## src/rtl/sda_tx_arbiter_if.sv

```systemverilog
// Requester/transmitter bus of the SDA transmit arbiter.
// The slave modport is the arbiter; master is the requesters and transmitter side.
interface sda_tx_arbiter_if;
  logic [3:0]  req;
  logic [15:0] req_data;
  logic [3:0]  gnt;
  logic [3:0]  done;
  logic        err;
  logic        busy;
  logic [3:0]  tx_data;
  logic        tx_go;
  logic        tx_busy;
  logic        tx_done;

  modport master (
    output req, req_data, tx_busy, tx_done,
    input  gnt, done, err, busy, tx_data, tx_go
  );

  modport slave (
    input  req, req_data, tx_busy, tx_done,
    output gnt, done, err, busy, tx_data, tx_go
  );
endinterface

```

## src/rtl/sda_tx_arbiter.sv

```systemverilog
// Round-robin arbiter that grants one of four requesters the serial transmitter,
// launches its nibble and waits for frame completion or a timeout abort.
module sda_tx_arbiter #(
  parameter int unsigned TIMEOUT = 64
) (
  input  logic              sclk,
  input  logic              rst,
  sda_tx_arbiter_if.slave   bus
);

  localparam int unsigned NUM_REQ = 4;
  localparam int unsigned DATA_W  = 4;
  localparam int unsigned IDX_W   = 2;
  localparam int unsigned CNT_W   = 8;

  typedef enum logic [1:0] {IDLE, LAUNCH, WAIT, RELEASE} state_t;

  state_t             state;
  logic [NUM_REQ-1:0] gnt_q;
  logic [NUM_REQ-1:0] done_q;
  logic               err_q;
  logic               busy_q;
  logic [DATA_W-1:0]  tx_data_q;
  logic               tx_go_q;
  logic [CNT_W-1:0]   cnt;
  logic [IDX_W-1:0]   ptr;
  logic [IDX_W-1:0]   win;

  logic [IDX_W-1:0]   win_c;
  logic               found_c;
  logic [IDX_W-1:0]   cand_c;

  // Round-robin search starting one past the last winner.
  always_comb begin
    win_c   = '0;
    found_c = 1'b0;
    cand_c  = '0;
    for (int k = 1; k <= int'(NUM_REQ); k++) begin
      cand_c = IDX_W'(32'(ptr) + k);
      if (!found_c && bus.req[cand_c]) begin
        found_c = 1'b1;
        win_c   = cand_c;
      end
    end
  end

  always_ff @(posedge sclk or negedge rst) begin
    if (!rst) begin
      state     <= IDLE;
      gnt_q     <= '0;
      done_q    <= '0;
      err_q     <= 1'b0;
      busy_q    <= 1'b0;
      tx_data_q <= '0;
      tx_go_q   <= 1'b0;
      cnt       <= '0;
      ptr       <= IDX_W'(NUM_REQ - 1);
      win       <= '0;
    end else begin
      case (state)
        IDLE: begin
          gnt_q <= '0;
          if (found_c && !bus.tx_busy) begin
            win       <= win_c;
            gnt_q     <= NUM_REQ'(1) << win_c;
            tx_data_q <= bus.req_data[{win_c, 2'b00} +: DATA_W];
            tx_go_q   <= 1'b1;
            busy_q    <= 1'b1;
            state     <= LAUNCH;
          end
        end
        LAUNCH: begin
          tx_go_q <= 1'b0;
          cnt     <= '0;
          state   <= WAIT;
        end
        WAIT: begin
          cnt <= cnt + CNT_W'(1);
          // A completing frame beats a coincident timeout.
          if (bus.tx_done) begin
            done_q <= NUM_REQ'(1) << win;
            state  <= RELEASE;
          end else if (cnt == CNT_W'(TIMEOUT - 1)) begin
            err_q <= 1'b1;
            state <= RELEASE;
          end
        end
        RELEASE: begin
          ptr    <= win;
          gnt_q  <= '0;
          done_q <= '0;
          err_q  <= 1'b0;
          busy_q <= 1'b0;
          state  <= IDLE;
        end
        default: state <= IDLE;
      endcase
    end
  end

  assign bus.gnt     = gnt_q;
  assign bus.done    = done_q;
  assign bus.err     = err_q;
  assign bus.busy    = busy_q;
  assign bus.tx_data = tx_data_q;
  assign bus.tx_go   = tx_go_q;

endmodule

```

## src/flat_wrapper.sv

```systemverilog
// flat-port wrapper written by rule: the top's interface ports become plain ports
module sda_tx_arbiter_flat 
#(
  parameter int unsigned TIMEOUT = 64
)
  (sclk, rst, bus_req, bus_req_data, bus_tx_busy, bus_tx_done, bus_gnt, bus_done, bus_err, bus_busy, bus_tx_data, bus_tx_go);
  sda_tx_arbiter_if bus_i ();
  input  logic sclk;
  input  logic rst;
  input wire logic [$bits(bus_i.req)-1:0] bus_req;
  input wire logic [$bits(bus_i.req_data)-1:0] bus_req_data;
  input wire logic [$bits(bus_i.tx_busy)-1:0] bus_tx_busy;
  input wire logic [$bits(bus_i.tx_done)-1:0] bus_tx_done;
  output wire logic [$bits(bus_i.gnt)-1:0] bus_gnt;
  output wire logic [$bits(bus_i.done)-1:0] bus_done;
  output wire logic [$bits(bus_i.err)-1:0] bus_err;
  output wire logic [$bits(bus_i.busy)-1:0] bus_busy;
  output wire logic [$bits(bus_i.tx_data)-1:0] bus_tx_data;
  output wire logic [$bits(bus_i.tx_go)-1:0] bus_tx_go;
  assign bus_i.req = bus_req;
  assign bus_i.req_data = bus_req_data;
  assign bus_i.tx_busy = bus_tx_busy;
  assign bus_i.tx_done = bus_tx_done;
  assign bus_gnt = bus_i.gnt;
  assign bus_done = bus_i.done;
  assign bus_err = bus_i.err;
  assign bus_busy = bus_i.busy;
  assign bus_tx_data = bus_i.tx_data;
  assign bus_tx_go = bus_i.tx_go;
  sda_tx_arbiter #(.TIMEOUT(TIMEOUT)) u_core (.sclk(sclk), .rst(rst), .bus(bus_i));
endmodule
```

## config.mk

```make
export PLATFORM = sky130hd
export DESIGN_NAME = sda_tx_arbiter_flat
export DESIGN_NICKNAME = d
export VERILOG_FILES = /design/src/rtl/sda_tx_arbiter_if.sv /design/src/rtl/sda_tx_arbiter.sv /design/src/flat_wrapper.sv
export SDC_FILE = /design/constraint.sdc
export NUM_CORES = 1
export LEC_CHECK = 0
export CAP_MARGIN = 5
export CORE_MARGIN = 3
export CORE_UTILIZATION = 50
export CTS_CLUSTER_DIAMETER = 80
export CTS_CLUSTER_SIZE = 28
export DETAILED_ROUTE_END_ITERATION = 6
export MAX_ROUTING_LAYER = met4
export PLACE_DENSITY = 0.89
export SLEW_MARGIN = 40
export SYNTH_ARGS = -nofsm -noshare
export SYNTH_HDL_FRONTEND = slang
export SYNTH_SLANG_ARGS = --single-unit
```

## constraint.sdc

```tcl
create_clock -name sclk -period 2.7 [get_ports sclk]
set_input_delay 0.405 -clock sclk [delete_from_list [all_inputs] [get_ports sclk]]
set_output_delay 0.405 -clock sclk [all_outputs]
set_load 0.005 [all_outputs]
```

# After elaboration in Yosys (flattened, before gate mapping)
# Index checks and enable logic that the tools add are counted.
# W data, S select, Z words.
word_totals:
  reg_bits: 29
  input_bits: 24
  out_inout_bits: 15
  wordCells: 81
op_classes:
  add_sub_neg: 5
  order_cmp: 4
  eq_ne: 9
  shifts: 3
  muxes: 31
  reduce_logical: 19
op_table:
  columns: ["op", "n"]
  rows:
  - ["$pmux W4 S2", 2]
  - ["$pmux W8 S2", 1]
  - ["$shiftx A16 B5 Y4", 1]
  - ["$mux W2", 7]
  - ["$lt A2 B3 Y1 const B", 4]
  - ["$mux W1", 11]
  - ["$reduce_and A2 Y1", 5]
  - ["$add A8 B1 Y8 const B", 1]
  - ["$bmux W1 S2", 4]
  - ["$eq A8 B6 Y1 const B", 1]
  - ["$mux W4", 2]
  - ["$pmux W2 S4", 1]
  - ["$reduce_bool A2 Y1", 4]
  - ["$shl A1 B2 Y4 const A", 2]
  - ["$pmux W1 S2", 3]
  - ["$add A2 B1 Y2 const B", 2]
  - ["$add A2 B2 Y2 const B", 2]
  - ["$eq A2 B2 Y1 const B", 2]
  - ["$logic_and A1 B1 Y1", 4]
  - ["$logic_not A1 Y1", 4]
  - ["$ne A2 B1 Y1 const B", 2]
  - ["$ne A2 B2 Y1 const B", 2]
  - ["$ne A3 B2 Y1 const B", 1]
  - ["$reduce_and A3 Y1", 1]
  - ["2 further kinds", 2]

# Depth between registers and ports, before layout
depth:
  depth_word: 16
  ltp_mapped: 8
  mapped_depth_nobuf: 7

# Least setup slack after synthesis
# OpenSTA, ideal clock, no wires.
synth_path:
  path_type: "register to register"
  start: "register u_core.state[0]"
  end: "register u_core.state[1]"
  arrival_time_ns: 1.689
  required_ns: 2.573
  slack_ns: 0.883
  path_stages_with_launch: 9
  n_path_buf: 1
  cell_sequence: "dfrtp_1 -> inv_1 -> ha_1 -> buf_2 -> clkinv_1 -> nor2_1 -> nand2_1 -> nand2_1 -> mux2_1"
synth_via:
  elab_chain_cells: 3
synth_rtl:
  columns: ["element", "line_no", "text"]
  rows:
  - ["from (decl)", "sda_tx_arbiter.sv:18", "state_t state;"]
  - ["from (signal assigned)", "sda_tx_arbiter.sv:49", "state <= IDLE;"]
  - ["from (signal assigned)", "sda_tx_arbiter.sv:69", "state <= LAUNCH;"]
  - ["from (signal assigned)", "sda_tx_arbiter.sv:75", "state <= WAIT;"]
  - ["$eq A2 B2 Y1 / $logic_not A2 Y1 (equally long branches)", "sda_tx_arbiter.sv:60", "case (state)"]
  - ["$ne A3 B2 Y1 (no source line) / $ne A2 B1 Y1 (equally long branches)", null, null]
  - ["$reduce_and A2 Y1 (no source line)", null, null]
# Several ways; a longest one is shown, not always the timed one.
# A chain may end at the register's enable or synchronous reset.

# Worst setup path in the final report
# Ends and elaborated chain as after synthesis.

==> summary.md <==
| Metric | Value |
|---|---|
| Fillers | `around 230` |
| Kind of critical path | `reg2reg` |
| CP most frequent cell | `nand2_1` |
| Syn_nets | `between 150 and 200` |
| Maximum clock path buffer count | `2` |
| Pre-CTS WS | `approximately 0.4 ns` |
| DRT Pass-1 Iters | `4` |
| Initial Utilization | `between 50% and 60%` |
| Chip width | `62.73 µm` |
| Hold Vio Cnt, Final | `0` |
| CP Launch Type | `flip-flop` |
| Netlist Area Pre-Place | `between 1500 and 2000 µm²` |
| Synth Register Bits | `29` |
| Ranking of synthesized cells by area | `dfrtp_1 (42%), nand2_1 (6.8%), ha_1 (4.7%)` |
| Antenna viol nets, final | `0` |
| RSZ-0062 raised after global routing | `no` |
| Num CTS Buffers | `5` |
| Total gr overflow | `0` |
| Largest net degree at the start of global routing | `30` |
| Clock root buffer | `clkbuf_4` |
| Worst path slowest cell | `dfrtp_1` |
| Status | `complete, no violations` |
| Worst path required time | `2.91 ns` |
| Cells after synthesis | `around 170` |
| Final period utilization | `around 83%` |
| Global routing met3 resource utilization | `6.295%` |
| Die height | `62.73 µm` |
| FMAX | `approximately 0.45 GHz` |
| Detailed placer's ending HPWL | `2.635 mm` |
| Element type at the critical path end | `flip-flop` |
| H-tree Lvls | `2` |
| Synth area leader | `dfrtp_1` |
| 1st-iter DRT viols | `about 120` |
| First-pass GRT wire length | `approximately 6.3 mm` |
| Worst path cell trace | `inv_1 > ha_1 > clkinv_1 > nor2_1 > nand2_1 > nand2_1 > mux2_1` |
| Area of the multi-input gates | `~820 µm²` |
| Layout Cells excl Fill | `250` |
| Final setup fails | `0` |
| Fin crit period | `2.246 ns` |
| Ys Warns | `0` |
| Hold buffers post-CTS | `0` |
| Worst setup margin | `approximately 0.45 ns` |
| Area fraction of the dominant cell type after synthesis | `about two fifths` |
| Share of cells above drive strength 1 | `under 10%` |
| Synth cell types | `between 40 and 50` |
| Die area | `about 4000 µm²` |
| Least-Margin Pin Slew | `0.7337 ns` |
| Worst Skew | `approximately 0.012 ns` |
| N_diodes | `0` |
| Grt met1 use | `between 20 and 25%` |
| Register Area | `728.2 µm²` |
| Port bufs | `38` |
| Resize count post-CTS | `0` |
| Seq/Total Area, Yosys | `around 45%` |
| Crit path max fanout | `10` |
| Worst-path clk slew | `about 0.10 ns` |
| Residual DRC | `0` |
| Sinks on the clock net | `29` |
| CP bufs+invs | `2` |
| Io pins | `39` |
| MaxCap Viol Count | `0` |
| Cell Count Post-Placement | `between 200 and 250` |
| Max stage delay on crit path | `~0.4 ns` |
| Leak | `~0.87 nW` |
| Clock Latency Late Sink | `0.33 ns` |
| Initial antenna violation count | `0` |
| Final instance area | `about 2100 µm²` |
| Worst IR Drop VDD | `roughly 0.52 mV` |
| Nets | `about 240` |
| Type of the worst min-delay path | `in2async` |
| Rows | `19` |
| Via count | `1357` |
| Number of global-route vias before repair | `around 1400` |
| Area Overhead vs Synth | `28.62%` |
| Hold slack final | `between 0.4 and 0.5 ns` |
| All-Layer GR Usage | `20.26%` |
| Placed Area | `between 2000 and 2500 µm²` |
| TNS Setup | `0 ns` |
| Slew Limit Fails | `0` |
| Cell family with most CP delay | `simple AND/OR/NAND/NOR gates` |
| Post-CTS Setup Repair Bufs | `0` |
| Mapped Avg Cell Area | `about 9.6 µm²` |
| Wire per inst | `13.88 µm` |
| Routed WL | `approximately 3.5 mm` |
| Via/cell ratio | `5.428` |
| Core area | `~2900 µm²` |
| GR peak layer | `met2` |
| TritonCTS clock tree | `done` |
| Critical Path AT | `around 2.5 ns` |
| Cell Pwr Density | `947.0 nW/µm²` |
| Slew HR | `50.76%` |
| Placer Congestion | `about 0.81` |
| Met2 Track Usage GR | `between 30% and 40%` |
routing by layer:
layer / up-vias / wire length (µm)
li1: 668 / -
met1: 640 / 1501
met2: 46 / 1715
met3: 3 / 212
met4: 0 / 41
met5: - / 0
Yosys cell counts, drive strengths merged:
cell type  instances
mux2i              6
nand2             29
a21boi             1
buf                3
a2bb2oi            1
dfrtp             27
nor2b              3
nand4              2
o22a               1
ha                 6
nand3b             1
clkinv             1
xor2               3
a311oi             2
or3                2
inv                5
a21o               3
nor4b              1
or4                1
mux2               5
a2111oi            2
nor2              14
nand2b             3
o211ai             1
nand4b             1
o31ai              5
dfstp              2
o311ai             2
nor3               2
a22o               1
clkbuf             4
a21oi              6
o21ai             11
nand3              8
and2               1
a22oi              1
a31oi              1
flip-flops by register name, indices dropped and copies added (netlist names):
register and flops:
u_core.state 2, u_core.bus.tx_go 1, u_core.win 2, u_core.bus.tx_data 4
u_core.bus.gnt 4, u_core.bus.err 1, u_core.cnt 8, u_core.bus.done 4
u_core.ptr 2, u_core.bus.busy 1
placed cells by master, fill, tap and decap left out, drive strengths merged, types with 5 or more instances in the layout:
master         instances
clkdlybuf4s50         38
nand2                 29
dfrtp                 27
nor2                  14
o21ai                 11
nand3                  8
clkbuf                 8
mux2i                  6
a21oi                  6
ha                     6
inv                    5
o31ai                  5
mux2                   5
worst paths after layout:
kind,start,depth (start not counted),endpoint,slack [ns]
max,u_core.state[0]$_DFFE_PN0P_,7,u_core.state[1]$_DFFE_PN0P_,0.45
min,rst,2,u_core.bus.err$_DFFE_PN0P_,0.44
max reg2reg,u_core.state[0]$_DFFE_PN0P_,7,u_core.state[1]$_DFFE_PN0P_,0.45
min reg2reg,u_core.bus.gnt[2]$_DFFE_PN0P_,2,u_core.bus.gnt[2]$_DFFE_PN0P_,0.49
max in group asynchronous,rst,2,u_core.ptr[1]$_DFFE_PN1P_,1.93
min in group sclk,u_core.bus.gnt[2]$_DFFE_PN0P_,2,u_core.bus.gnt[2]$_DFFE_PN0P_,0.49
per-stage QoR:
stage	total power, mW	utilization, %
final	1.960	71.35
after global placement	1.633	69.33
after CTS	1.973	71.35
after detailed placement	1.694	69.33
after floorplan	1.325	-
after global routing	2.126	71.35
cells by family after synthesis:
kind of cell | Yosys count | synth area share (%)
AOI/OAI and AO/OA | 38 | 17.26
xor gates and xnor gates | 3 | 1.633
DFF | 29 | 45.26
muxes | 11 | 7.232
buffers and inverters | 13 | 3.809
adders and majority gates | 6 | 4.666
and+or+nand+nor | 68 | 20.14
where the power goes:
part	internal, mW	switching (mW)
Clock	0.128	0.144
Sequential	0.601	0.142
Combinational	0.461	0.484
Total	1.19	0.770
layout make-up:
class / instances / area share [%]
Inverter: 6 / 1.088
Timing Repair Buffer: 39 / 18.74
Multi-Input combinational cell: 126 / 39.60
Tap cell: 42 / 2.539
Clock buffer: 8 / 2.842
Sequential cell: 29 / 35.19
(Power assumes the default switching activity.)
